[config.mk]
export PLATFORM = sky130hd
export DESIGN_NAME = disp_scan_ctrl
export DESIGN_NICKNAME = d
export VERILOG_FILES = /design/src/rtl/disp_scan_pkg.sv /design/src/rtl/scan_prescaler.sv /design/src/rtl/disp_scan_ctrl.sv
export SDC_FILE = /design/constraint.sdc
export NUM_CORES = 1
export LEC_CHECK = 0
export CORE_MARGIN = 1
export CORE_UTILIZATION = 50
export DETAILED_ROUTE_END_ITERATION = 8
export GPL_TIMING_DRIVEN = 0
export MAX_ROUTING_LAYER = met4
export PLACE_DENSITY = 0.84
export SYNTH_ARGS = -nofsm -noshare
export SYNTH_HDL_FRONTEND = slang
export SYNTH_HIERARCHICAL = 1
export SYNTH_SLANG_ARGS = --single-unit
[constraint.sdc]
create_clock -name clk -period 2.92 [get_ports clk]
set_input_delay 0.292 -clock clk [delete_from_list [all_inputs] [get_ports clk]]
set_output_delay 0.292 -clock clk [all_outputs]
set_load 0.05 [all_outputs]
[src/rtl/disp_scan_pkg.sv]
// Shared constants, types and anode decode for the 4-digit 7-segment scan path.
package disp_scan_pkg;

   localparam int unsigned NUM_DIGITS = 4;
   localparam int unsigned NIB_W      = 4;
   localparam int unsigned SEL_W      = 2;

   localparam logic [NUM_DIGITS-1:0] AN_OFF = 4'b1111;

   typedef logic [NIB_W-1:0] nib_t;
   typedef logic [SEL_W-1:0] sel_t;

   // Active-low enable for the selected digit; a blanked digit stays dark.
   function automatic logic [NUM_DIGITS-1:0] an_decode(input sel_t sel,
                                                       input logic [NUM_DIGITS-1:0] mask);
      logic [NUM_DIGITS-1:0] an;
      an      = AN_OFF;
      an[sel] = mask[sel];
      return an;
   endfunction

endpackage

[src/rtl/scan_prescaler.sv]
// Free-running DIV_W-bit scan prescaler. wrap_o flags the cycle whose edge
// advances the digit select. hold_i freezes the count and suppresses wrap_o.
module scan_prescaler #(
   parameter int unsigned DIV_W = 17
) (
   input  logic clk_i,
   input  logic rst_i,
   input  logic hold_i,
   output logic wrap_o
);

   logic [DIV_W-1:0] div_q, div_d;

   // Next count and wrap flag.
   always_comb begin
      div_d  = div_q;
      wrap_o = 1'b0;
      if (!hold_i) begin
         div_d  = div_q + {{(DIV_W-1){1'b0}}, 1'b1};
         wrap_o = (div_q == {DIV_W{1'b1}});
      end
   end

   // Counter state with synchronous reset.
   always_ff @(posedge clk_i) begin
      if (rst_i) begin
         div_q <= '0;
      end else begin
         div_q <= div_d;
      end
   end

endmodule

[src/rtl/disp_scan_ctrl.sv]
// Scan controller for the 4-digit 7-segment display: latches the hex word and
// blank mask, steps the mux select from the prescaler, and decodes the anodes.
// Optional feature macro: SCAN_HOLD_EN adds the hold input that freezes scanning.
module disp_scan_ctrl
   import disp_scan_pkg::*;
#(
   parameter int unsigned DIV_W = 17
) (
   input  logic                  clk,
   input  logic                  rst,
   input  logic                  load,
   input  logic [15:0]           hex,
   input  logic [NUM_DIGITS-1:0] blank_mask,
`ifdef SCAN_HOLD_EN
   input  logic                  hold,
`endif
   output logic [NIB_W-1:0]      I0,
   output logic [NIB_W-1:0]      I1,
   output logic [NIB_W-1:0]      I2,
   output logic [NIB_W-1:0]      I3,
   output logic [SEL_W-1:0]      s,
   output logic [NUM_DIGITS-1:0] an,
   output logic                  tick
);

   logic                                  hold_w;
   logic                                  wrap;
   sel_t                                  s_q, s_d;
   logic                                  tick_q, tick_d;
   logic [NUM_DIGITS-1:0][NIB_W-1:0]      nib_q, nib_d;
   logic [NUM_DIGITS-1:0]                 mask_q, mask_d;

`ifdef SCAN_HOLD_EN
   assign hold_w = hold;
`else
   assign hold_w = 1'b0;
`endif

   scan_prescaler #(
      .DIV_W (DIV_W)
   ) u_prescaler (
      .clk_i  (clk),
      .rst_i  (rst),
      .hold_i (hold_w),
      .wrap_o (wrap)
   );

   // Next-state for select, tick and the load registers; load and advance are independent.
   always_comb begin
      s_d    = wrap ? s_q + 2'd1 : s_q;
      tick_d = wrap;
      nib_d  = nib_q;
      mask_d = mask_q;
      if (load) begin
         nib_d  = hex;
         mask_d = blank_mask;
      end
   end

   // Registers with synchronous reset taking priority over load and advance.
   always_ff @(posedge clk) begin
      if (rst) begin
         s_q    <= '0;
         tick_q <= 1'b0;
         nib_q  <= '0;
         mask_q <= '0;
      end else begin
         s_q    <= s_d;
         tick_q <= tick_d;
         nib_q  <= nib_d;
         mask_q <= mask_d;
      end
   end

   // Outputs; the anode decode is combinational so it tracks s with no lag.
   always_comb begin
      I0   = nib_q[0];
      I1   = nib_q[1];
      I2   = nib_q[2];
      I3   = nib_q[3];
      s    = s_q;
      tick = tick_q;
      an   = an_decode(s_q, mask_q);
   end

endmodule

After elaboration in Yosys (flattened, before gate mapping)
Cells that the tools add are included.
{"block": "totals", "out_inout_bits": 23, "inputBits": 23, "register_bits": 40, "elab_cells": 20}
{"block": "op_classes", "bitwise_logic": 2, "n_eq_ne": 1, "reduce_logical": 1, "order_cmp": 2, "muxes": 4, "add_sub_neg": 2}
{"operator": "adder 17 x 1 -> 17 bit, second input constant", "n": 1}
{"operator": "equality test 17 bit, second input constant", "n": 1}
{"operator": "inverter 4 bit", "n": 1}
{"operator": "OR 4 bit", "n": 1}
{"operator": "less-than comparator 2 x 3 -> 1 bit, second input constant", "n": 1}
{"operator": "adder 2 x 1 -> 2 bit, second input constant", "n": 1}
{"operator": "binary-select mux 1 bit (select 2 bit)", "n": 1}
{"operator": "demux 1 bit (select 2 bit)", "n": 1}
{"operator": "greater-or-equal comparator 2 x 1 -> 1 bit, second input constant", "n": 1}
{"operator": "two-way mux 1 bit", "n": 2}
{"operator": "logical AND 1 bit", "n": 1}

Depth between registers and ports, before layout
{"block": "depth", "depth_word": 6, "ltp_mapped": 8, "ltp_nobuf": 7}

Modules after synthesis
The synthesis kept the hierarchy.
{"module": "disp_scan_ctrl", "instances": 1, "seq_area_each_um2": 460.4, "cells_each": 88, "area_each_um2": 909.6}
{"module": "scan_prescaler", "instances": 1, "seq_area_each_um2": 340.3, "cells_each": 88, "area_each_um2": 812.0}

Worst setup path before layout
No wires, ideal clock.
{"block": "synth_timing", "path_type": "register to output", "from": "register s_q[0], in the netlist s[0]", "to": "output an[0]", "stages_incl_launch_ff": 3, "arrival_ns": 1.718, "setup_slack_ns": 0.910, "t_required_ns": 2.628, "path_buffers": 0, "cell_sequence": "dfxtp_1 mux4_2 or2_1"}
{"block": "synth_between", "elab_chain_len": 6, "elab_cells_between_ends": 9, "classes_between": "order compare: 2; mux: 4; bitwise: 2; reduce/logical: 1"}
{"element": "start: declaration", "line_no": "disp_scan_ctrl.sv:28", "rtl": "sel_t s_q, s_d;"}
{"element": "start signal: assignment", "line_no": "disp_scan_ctrl.sv:63", "rtl": "s_q <= '0;"}
{"element": "start signal: assignment", "line_no": "disp_scan_ctrl.sv:68", "rtl": "s_q <= s_d;"}
{"element": "less-than comparator 2 x 3 -> 1 bit (not written as such) or greater-or-equal comparator 2 x 1 -> 1 bit (tied branches)", "line_no": "disp_scan_pkg.sv:18", "rtl": "an[sel] = mask[sel];"}
{"element": "logical AND 1 bit (not written as such)", "line_no": "disp_scan_pkg.sv:18"}
{"element": "two-way mux 1 bit (not written as such)", "line_no": "disp_scan_pkg.sv:18"}
{"element": "demux 1 bit (select 2 bit)", "line_no": "disp_scan_pkg.sv:18"}
{"element": "inverter 4 bit (no source line)"}
{"element": "OR 4 bit (no source line) (*)"}
{"element": "end: declaration", "line_no": "disp_scan_ctrl.sv:22", "rtl": "output logic [NUM_DIGITS-1:0] an,"}
Mark *: on every way between the ends. The rest lies on a longest branch, timed or not. The select of a mux whose other input is x is not followed.

Worst setup path after layout
{"block": "layout_timing", "from": "register s_q[0], in the netlist s[0]", "to": "output an[2]"}
The elaborated chain is that of the path after synthesis.

==> out/metrics.csv <==
metric;value;unit
status;finished clean;
overflow;0;
die_w;60.7;um
avgSynthCellArea;9.78;um^2
final_hold_viol_count;0;
core_area;3150;um^2
viasPerCell;4.91;
cp_max_fo;6;
crit_path_end_kind;primary output;
h-tree-depth;2;
clockRootBuffer;clkbuf_4;
post-dp-hpwl;2640;um
clockBufferDepth;2;
ys_warn_count;6;
setup_viol;0;
ys_types;32;
rsz0062_at_grt;no;
routed_wl;3370;um
finalCriticalPeriod;2600;ps
start_util;54.6;%
layout.cells.non_filler;272;
cellPowerDensity;476;nW/um^2
cts_buffers;5;
clk_latency;350;ps
port-buffer-count;44;
grt_start_max_net_pins;14;
drt-pass1-iter-count;4;
area_growth;33.4;%
ctsResizeCount;0;
vias;1335;
crit_required;2630;ps
min_path_cells;3;
diodes;0;
fin_worst_skew;10.0;ps
final-seq-area;801;um^2
power.static_leakage;0.000946;uW
rr_worst_depth;8;
route.antenna.remaining_nets;0;
fillCellCount;254;
cts_tree;yes;
drc_errors;0;
grt_pass1_vias;1227;
syn-num-nets;205;
arrival;2310;ps
synth_top_cell_by_area;dfxtp_1;
drv_cap;0;
totalPowerFinal;1090;uW
hold_path.class;input port to flip-flop;
path_clk_slew;120;ps
multi_input_comb_area;835;um^2
postCtsSetupRepairBufs;0;
dp_cells;264;
ir_drop;343;uV
max_freq;0.385;GHz
ys_ff_latch;40;
tns;0;ps
fin_crit_sh;89.0;%
ios;46;
worst_pin_slew;521;ps
antenna_found_initial;0;
placementRows;20;
gp_congestion;0.718;
crit_type;flip-flop to primary output;
first_iter_violations;24;
nets;256;
startpoint_type;flip-flop;
final_common_cell;clkdlybuf4s50_1;
die-area;3680;um^2
die_h;60.7;um
synthesis.area;1720;um^2
drive_gt1_share;7.46;%
wl_per_cell;12.4;um
netlist_instances;176;
grt_usage;20.6;%
synth_top_area_share;46.5;%
mostFrequentLayoutCells;clkdlybuf4s50_1 (44), dfxtp_1 (40), nor2_1 (37);
relSlewSlack;65.2;%
synthTopCellsByArea;dfxtp_1 (47%), mux2i_1 (13%), nor2_1 (8.1%);
slew_viol_final;0;
grt_pass1_wl;5380;um
seq_area_frac_synth;46.5;%
clock_sinks;40;
holdBufCountCts;0;
## worst paths after layout
check,startpoint,to,slack (ps)
max reg2reg,u_prescaler/div_q[4]$_SDFFE_PP0N_,s[1]$_SDFFE_PP0P_,1120
max,s[0]$_SDFFE_PP0P_,an[2],320
min reg2reg,mask_q[1]$_SDFFE_PP0P_,mask_q[1]$_SDFFE_PP0P_,510
min,load,mask_q[2]$_SDFFE_PP0P_,390
## worst max-delay path, stage by stage (launching register included)
cell	delay, ps
dfxtp_1	480
mux4_2	560
or2_1	220
clkdlybuf4s50_1	700
## metrics by stage
stage          cell area [um^2]  setup slack (ps)  utilization, %  hold WS [ps]
6_report                   2300               322            72.9           386
5_1_grt                    2300               186            72.9           371
4_1_cts                    2300               288            72.9           379
3_5_place_dp               2220               688            70.3           482
3_3_place_gp               2220               721            70.3           457
2_1_floorplan              1720               910               -           364
## registers in the layout, summed over array words and instances (netlist names)
register           count
I0                     4
I1                     4
I2                     4
I3                     4
mask_q                 4
s                      2
tick                   1
u_prescaler/div_q     17
## synth_stat cells
cell type,instances
buf_2,2
nand3_1,2
nand2_1,5
o21ai_1,1
clkbuf_2,1
nor2_1,37
and3_1,1
mux2i_1,23
and4_1,2
xor2_1,9
o21ai_0,3
ha_1,6
and3b_1,1
conb_1,1
inv_1,6
nand3_2,1
nand3b_1,1
and2_1,1
mux4_2,1
buf_6,3
or2_1,4
xnor2_1,3
or4_1,1
or3_1,3
and4b_1,1
dfxtp_1,40
clkbuf_1,4
a21oi_1,3
nand4_4,1
nor2b_1,3
nand4_1,5
nand2b_1,1
## final cells by class
cell class                      instances  share of cell area [%]
Multi-Input combinational cell        120                    36.3
Inverter                                6                   0.980
Buffer                                 10                    2.78
Clock inverter                          3                    1.85
Tap cell                               44                    2.40
Sequential cell                        40                    34.9
Timing Repair Buffer                   44                    19.2
Clock buffer                            5                    1.63
## routing by layer
layer  track usage (%)  up-vias  wire [um]
met1              22.2      608       1480
met5                 -        -          0
met3              5.97        2        194
met2              36.7       40       1680
li1                  -      685          -
met4              5.84        0         12
## power by group
part / switching [uW] / internal (uW) / total [uW]
sequential: 10.6 / 565 / 575
combinational: 88.3 / 71.7 / 160
clock: 180 / 178 / 359
## kinds of logic after synthesis
| logic type | Yosys count | share of synthesized area, % |
|---|---|---|
| compound gates | 7 | 2.03 |
| xor+xnor | 12 | 6.11 |
| fa+ha+maj | 6 | 4.36 |
| buf+inv | 16 | 5.01 |
| flops | 40 | 46.5 |
| mux | 24 | 14.7 |
| other cells | 1 | 0.218 |
| simple gates | 70 | 21.1 |
No activity file was read; power rests on OpenSTA's default activity.
